### src/rtl/can_rx_pkg.sv
// Shared definitions for the Basic CAN receive path: load FSM encoding,
// frame size limits and FIFO addressing.
package can_rx_pkg;

    localparam int ADDR_W = 4;
    localparam int CNT_W = ADDR_W + 1;
    localparam int P_MAX_BYTES_DEF = 10;

    localparam logic [1:0] ST_IDLE   = 2'd0;
    localparam logic [1:0] ST_LOAD   = 2'd1;
    localparam logic [1:0] ST_DROP   = 2'd2;
    localparam logic [1:0] ST_COMMIT = 2'd3;

    function automatic logic is_busy(input logic [1:0] st);
        return st != ST_IDLE;
    endfunction

endpackage

### src/rtl/rx_irq_gen.sv
// Receive buffer / data overrun status and the receive and overrun interrupts.
module rx_irq_gen (
    input  logic clk,
    input  logic nreset,
    input  logic not_empty,
    input  logic overflow,
    input  logic clr_ovr,
    input  logic rie,
    input  logic oie,
    output logic rbs,
    output logic dos,
    output logic rx_irq,
    output logic ovr_irq
);

    logic rbs_q;
    logic dos_q, dos_d;
    logic ovr_irq_q, ovr_irq_d;
    logic dos_rise;

    always_comb begin
        dos_d = dos_q;
        if (overflow) begin
            dos_d = 1'b1;
        end else if (clr_ovr) begin
            dos_d = 1'b0;
        end
    end

    // Edge taken on the next-state value so the interrupt rises together with dos.
    assign dos_rise = dos_d & ~dos_q;

    always_comb begin
        ovr_irq_d = ovr_irq_q;
        if (dos_rise && oie) begin
            ovr_irq_d = 1'b1;
        end else if (clr_ovr || !oie) begin
            ovr_irq_d = 1'b0;
        end
    end

    always_ff @(posedge clk or negedge nreset) begin
        if (!nreset) begin
            rbs_q     <= 1'b0;
            dos_q     <= 1'b0;
            ovr_irq_q <= 1'b0;
        end else begin
            rbs_q     <= not_empty;
            dos_q     <= dos_d;
            ovr_irq_q <= ovr_irq_d;
        end
    end

    assign rbs     = rbs_q;
    assign dos     = dos_q;
    assign rx_irq  = rie & rbs_q;
    assign ovr_irq = ovr_irq_q;

endmodule

### src/rtl/rx_fifo_seq.sv
// Receive-path sequencer: loads frame bytes into the FIFO input slot, commits or
// discards the slot, and turns host commands into FIFO release pulses.
module rx_fifo_seq
    import can_rx_pkg::*;
#(
    parameter int P_MAX_BYTES = P_MAX_BYTES_DEF
) (
    input  logic       clk,
    input  logic       nreset,
    input  logic       rx_start,
    input  logic [7:0] rx_byte,
    input  logic       rx_byte_vld,
    input  logic       rx_eof,
    input  logic       rx_err,
    input  logic [1:0] rx_dsc,
    input  logic       rel_rx_buf,
    input  logic       clr_ovr,
    input  logic       rie,
    input  logic       oie,
    output logic [3:0] b_addr,
    output logic [7:0] b_din,
    output logic       b_wrn,
    output logic       b_next,
    output logic [1:0] fifo_dsc,
    output logic       a_next,
    input  logic       not_empty,
    input  logic       full,
    input  logic       overflow,
    output logic       rbs,
    output logic       dos,
    output logic       rx_irq,
    output logic       ovr_irq,
    output logic       busy
);

    localparam logic [CNT_W-1:0] MAX_CNT = CNT_W'(P_MAX_BYTES);

    logic [1:0]        state_q, state_d;
    logic [CNT_W-1:0]  cnt_q, cnt_d;
    logic [1:0]        dsc_q, dsc_d;
    logic [ADDR_W-1:0] addr_q, addr_d;
    logic [7:0]        din_q, din_d;
    logic              wr_d;
    logic              wrn_q;
    logic              b_next_q;
    logic              a_next_q;

    // Full is informational only; a lost frame is reported through overflow.
    logic unused_full;
    assign unused_full = full;

    always_comb begin
        state_d = state_q;
        cnt_d   = cnt_q;
        dsc_d   = dsc_q;
        addr_d  = addr_q;
        din_d   = din_q;
        wr_d    = 1'b0;
        case (state_q)
            ST_IDLE: begin
                if (!rx_err && rx_start) begin
                    state_d = ST_LOAD;
                    cnt_d   = '0;
                end
            end
            ST_LOAD: begin
                if (rx_err) begin
                    state_d = ST_IDLE;
                end else if (rx_start) begin
                    cnt_d = '0;
                end else if (rx_eof) begin
                    if (cnt_q != '0) begin
                        state_d = ST_COMMIT;
                        dsc_d   = rx_dsc;
                    end else begin
                        state_d = ST_IDLE;
                    end
                end else if (rx_byte_vld) begin
                    if (cnt_q < MAX_CNT) begin
                        wr_d   = 1'b1;
                        addr_d = cnt_q[ADDR_W-1:0];
                        din_d  = rx_byte;
                        cnt_d  = cnt_q + CNT_W'(1);
                    end else begin
                        state_d = ST_DROP;
                    end
                end
            end
            ST_DROP: begin
                if (rx_err) begin
                    state_d = ST_IDLE;
                end else if (rx_start) begin
                    state_d = ST_LOAD;
                    cnt_d   = '0;
                end else if (rx_eof) begin
                    state_d = ST_IDLE;
                end
            end
            ST_COMMIT: begin
                state_d = ST_IDLE;
            end
            default: begin
                state_d = ST_IDLE;
            end
        endcase
    end

    // b_next is taken from the registered COMMIT state, which places it two
    // cycles after rx_eof and strictly after the last write strobe.
    always_ff @(posedge clk or negedge nreset) begin
        if (!nreset) begin
            state_q  <= ST_IDLE;
            cnt_q    <= '0;
            dsc_q    <= 2'b00;
            addr_q   <= '0;
            din_q    <= 8'h00;
            wrn_q    <= 1'b1;
            b_next_q <= 1'b0;
            a_next_q <= 1'b0;
        end else begin
            state_q  <= state_d;
            cnt_q    <= cnt_d;
            dsc_q    <= dsc_d;
            addr_q   <= addr_d;
            din_q    <= din_d;
            wrn_q    <= ~wr_d;
            b_next_q <= (state_q == ST_COMMIT);
            a_next_q <= rel_rx_buf & not_empty;
        end
    end

    assign b_addr   = addr_q;
    assign b_din    = din_q;
    assign b_wrn    = wrn_q;
    assign b_next   = b_next_q;
    assign fifo_dsc = dsc_q;
    assign a_next   = a_next_q;
    assign busy     = is_busy(state_q);

    rx_irq_gen u_irq (
        .clk       (clk),
        .nreset    (nreset),
        .not_empty (not_empty),
        .overflow  (overflow),
        .clr_ovr   (clr_ovr),
        .rie       (rie),
        .oie       (oie),
        .rbs       (rbs),
        .dos       (dos),
        .rx_irq    (rx_irq),
        .ovr_irq   (ovr_irq)
    );

endmodule

### config.mk
export PLATFORM = sky130hd
export DESIGN_NAME = rx_fifo_seq
export DESIGN_NICKNAME = d
export VERILOG_FILES = /design/src/rtl/can_rx_pkg.sv /design/src/rtl/rx_irq_gen.sv /design/src/rtl/rx_fifo_seq.sv
export SDC_FILE = /design/constraint.sdc
export NUM_CORES = 1
export LEC_CHECK = 0
export CAP_MARGIN = 20
export CORE_MARGIN = 4
export CORE_UTILIZATION = 47
export DETAILED_ROUTE_END_ITERATION = 6
export HOLD_SLACK_MARGIN = 0.08
export PLACE_DENSITY = 0.93
export SYNTH_ARGS = -nofsm -noshare
export SYNTH_HDL_FRONTEND = slang
export SYNTH_SLANG_ARGS = --single-unit
### constraint.sdc
create_clock -name clk -period 5 [get_ports clk]
set_clock_uncertainty 0.2 [all_clocks]
set_input_delay 1.5 -clock clk [delete_from_list [all_inputs] [get_ports clk]]
set_output_delay 1.5 -clock clk [all_outputs]
set_load 0.005 [all_outputs]
Word level (Yosys, flattened, before mapping)
Cells that the tools add are included.

Register bits after elaboration: 27.

Bitwise logic cells: 8. $add $sub $neg: 1. Mux-type cells: 30. $lt $le $gt $ge: 1. Equality and inequality tests: 14. Reductions and logical operators: 14.

Operators with widths (count): $mux 5 (8); $mux 2 (10); $pmux 5 s3 (1); $ne 3x3->1 const B (4); $ne 4x4->1 const B (3); $mux 1 (10); $reduce_and 5->1 (2); $ne 2x2->1 const B (4); $pmux 2 s4 (1); $reduce_and 8->1 (1); $reduce_and 6->1 (1); $add 5x1->5 const B (1); $lt 5x4->1 const B (1); $not 1->1 (5); $reduce_bool 5->1 (1); $eq 2x2->1 const B (2); $reduce_bool 2->1 (2); $and 1x1->1 (3); $reduce_bool 3->1 (1); $eq 2x1->1 const B (1); $logic_and 1x1->1 (2); $logic_not 1->1 (2); $logic_not 2->1 (1); $logic_or 1x1->1 (1).

Longest topological paths before layout
Depth in word-level cells: 8. Depth in mapped cells: 6. Gate-level depth less buffers: 6.

Modules after synthesis
From an unflattened synthesis, not the netlist that was laid out.

Cells, all modules: 91. Area total of the unflattened synthesis: 1209.9 um^2.

By module, submodules not included: rx_fifo_seq (cells each 82, instances 1, area an instance 1089.8 um^2); rx_irq_gen (cells each 9, instances 1, area an instance 120.1 um^2).

Worst setup path after synthesis
Ideal clock, no wire load.

Path type: input-to-output. From: in rie. To: out rx_irq. Setup slack: 1.657 ns. Data required time: 3.300 ns. Stages on the path: 1. Data arrival time: 1.643 ns. Path through: and2_1.

Longest elaborated chain between the ends: 1.

Ends and longest elaborated chain: start, declared (RTL line rx_fifo_seq.sv:18) `input logic rie,`; $and 1x1->1 (RTL line rx_irq_gen.sv:56) `assign rx_irq = rie & rbs_q;`; end, declared (RTL line rx_fifo_seq.sv:31) `output logic rx_irq,`.

Every way passes these cells.

Worst setup path in the final report
Ends and elaborated chain as after synthesis.

==> results.md <==
* Outcome: completed
* Vias at between 900 and 1000
* CTS root buf: clkbuf_4
* Initial antenna violation count at 0
* Kind of end point of the critical path: output pin
* Critical path startpoint category: primary input
* Chip height at 59.4 µm
* Area of the multi-input gates at ~520 µm²
* Fin crit share at ~85%
* FMAX at 234 MHz
* Post-synth cell types at 35
* Rows at 18
* Post-Route WL at 2590 µm
* GRT overflow at 0
* Post-DRT Antenna Nets at 0
* Max Root-Sink Buffers at 2
* CP Class: primary input to output pin
* Yosys reg bits at 27
* Final-stage net count at 174
* Clk slew on worst S/H paths at 140 ps
* P&R area growth vs syn at 39.8%
* Avg Inst Size Synth at 12.1 µm²
* Max Slew Vio Count at 0
* Clock sink count at 27
* CTS tree: yes
* All-layer global routing usage at 15.7%
* Leakage power at 0.766 nW
* PortBufs at 43
* Slowest stage delay, CP at 500 ps
* Final setup vio count at 0
* Most frequent cells in the layout: clkdlybuf4s50_1 (43), dfrtp_1 (26)
* CP arrival at 2570 ps
* Power Dens Cells at 271 nW/µm²
* Top Family by Delay on Critical Path: buffers and inverters
* Htree depth at 1
* Drc violations at 0
* Vias in the first global route at 911
* Hold crit path type: flip-flop to flip-flop
* Top cell by count, worst path: clkdlybuf4s50_1
* Share of layout cells above drive strength 1 at 14.2%
* Ys async rst share at 100%
* Ant diodes at 0
* RSZ-0062 raised after global routing: no
* DR WL/cell at 14.5 µm
* Worst endpoint required time at 3300 ps
* Num CTS Buffers at 3
* Slowest-stage cell, CP: clkdlybuf4s50_1
* Max transition margin at 62.6%
* Number of synthesized flops with an enable pin at 0
* Initial Util at 49.7%
* Worst-Margin Slew at between 500 and 600 ps
* Post-Syn Instances at 103
* Minimum clock period at 4270 ps
* Final hold vios at 0
* Hpwl dp at 2050 µm
* Syn nets at 128
* Critical path, cell by cell: clkdlybuf4s50_1, and2_1, clkdlybuf4s50_1
* Setup TNS at 0 ps
* Pin count of the biggest net entering global routing at 21
* Hold Buf Count CTS at 0
* Peak VDD IR at 0.000193 V
* Fillers at 162
* Post-CTS resize count at 0
* Post-CTS Setup Bufs at 0
* Register area at 677 µm²
* Worst path bufs/invs at 2
* Worst-Skew Late Latency at 320 ps
* Mapped Area at 1240 µm²
* First-pass iteration count of the detailed router at 4
* DR iter-0 viols at 25
* Core area at 2500 µm²
* Pwr Total at 0.471 mW
* First-pass GRT wire length at 4100 µm
* Post-DR vias/cell at 5.29
* CP Max Fanout at 1
* Ports at 45
* Max Cap Viol at 0
* Syn. warnings at 0
* Commonest non-fill, non-tap cell in the layout: clkdlybuf4s50_1
* Die extent in x at 59.4 µm
* Register area share after synthesis at 54.4%
* Die area at 3530 µm²
* Most used DFF post-synth: dfrtp_1
* Gpl congestion at 0.907
==> power breakdown <==
group	internal [mW]	switching, mW	total [mW]
combinational	0.0837	0.0366	0.120
clock	0.0313	0.0622	0.0936
sequential	0.242	0.0156	0.257
total	0.357	0.114	0.471
==> worst reg2reg max path, cell delays in order (launching register included) <==
cell and delay [ps]:
dfrtp_1 540, or3b_1 420, nand4b_4 410, mux2_4 420
==> final timing paths <==
kind / from / to / slack [ps] / cells after the start
max: rie / rx_irq / 730 / 3
min: b_addr[3] / b_addr[3] / 300 / 2
max reg2reg: state_q[0] / b_din[2] / 2910 / 3
min reg2reg: b_addr[3] / b_addr[3] / 300 / 2
max in group asynchronous: nreset / b_wrn / 2790 / 2
min in group asynchronous: nreset / state_q[1] / 1280 / 1
==> flip-flops by register name (all words and copies together) (netlist names), 2 cells and up <==
name / flops
b_addr: 4
cnt_q: 5
fifo_dsc: 2
state_q: 2
b_din: 8
==> area by class of cell <==
| type | instances | share of cell area (%) |
|---|---|---|
| clock buffer | 4 | 1.51 |
| inverter | 6 | 1.29 |
| multi-input combinational | 67 | 29.8 |
| sequential | 27 | 38.9 |
| tap | 30 | 2.16 |
| timing repair buffer | 44 | 26.3 |
==> through the flow <==
step	area (µm²)	setup WS, ps	instances	utilization (%)	hold WS [ps]
after floorplan	1240	1660	103	-	271
after global placement	1690	750	173	67.4	275
after detailed placement	1710	727	174	68.5	279
after CTS	1740	724	178	69.6	311
after global routing	1740	708	178	69.6	337
final	1740	734	178	69.6	304
==> per-layer routing <==
layer,global-route usage [%],vias to the layer above,part of all wire (%)
met4,6.80,0,1.8
met1,19.0,451,39
met2,27.0,38,51
met3,3.05,5,7.5
li1,-,448,-
met5,0,-,0
==> cells in the mapped netlist (2+ instances only) <==
cell,instances,area share [%]
nand2_1,6,1.8
o21ai_0,2,0.80
nor4b_1,2,1.4
and2_1,5,2.5
ha_1,2,2.0
nor3_1,3,1.2
nand3_1,4,1.6
o21ai_1,3,1.2
nor2_1,6,1.8
dfrtp_1,26,52
nor2b_1,4,2.0
mux2_4,6,7.2
a21oi_1,2,0.80
inv_1,6,1.8
buf_6,2,1.8
mux2_2,5,4.5
==> cell families after synthesis <==
group           share of synthesized area (%)
compound gates                           8.35
fa+ha+maj                                2.01
flops                                    54.4
simple gates                             18.7
buf+inv                                  3.92
mux                                      12.6
Power figures use the tool's default switching activity.
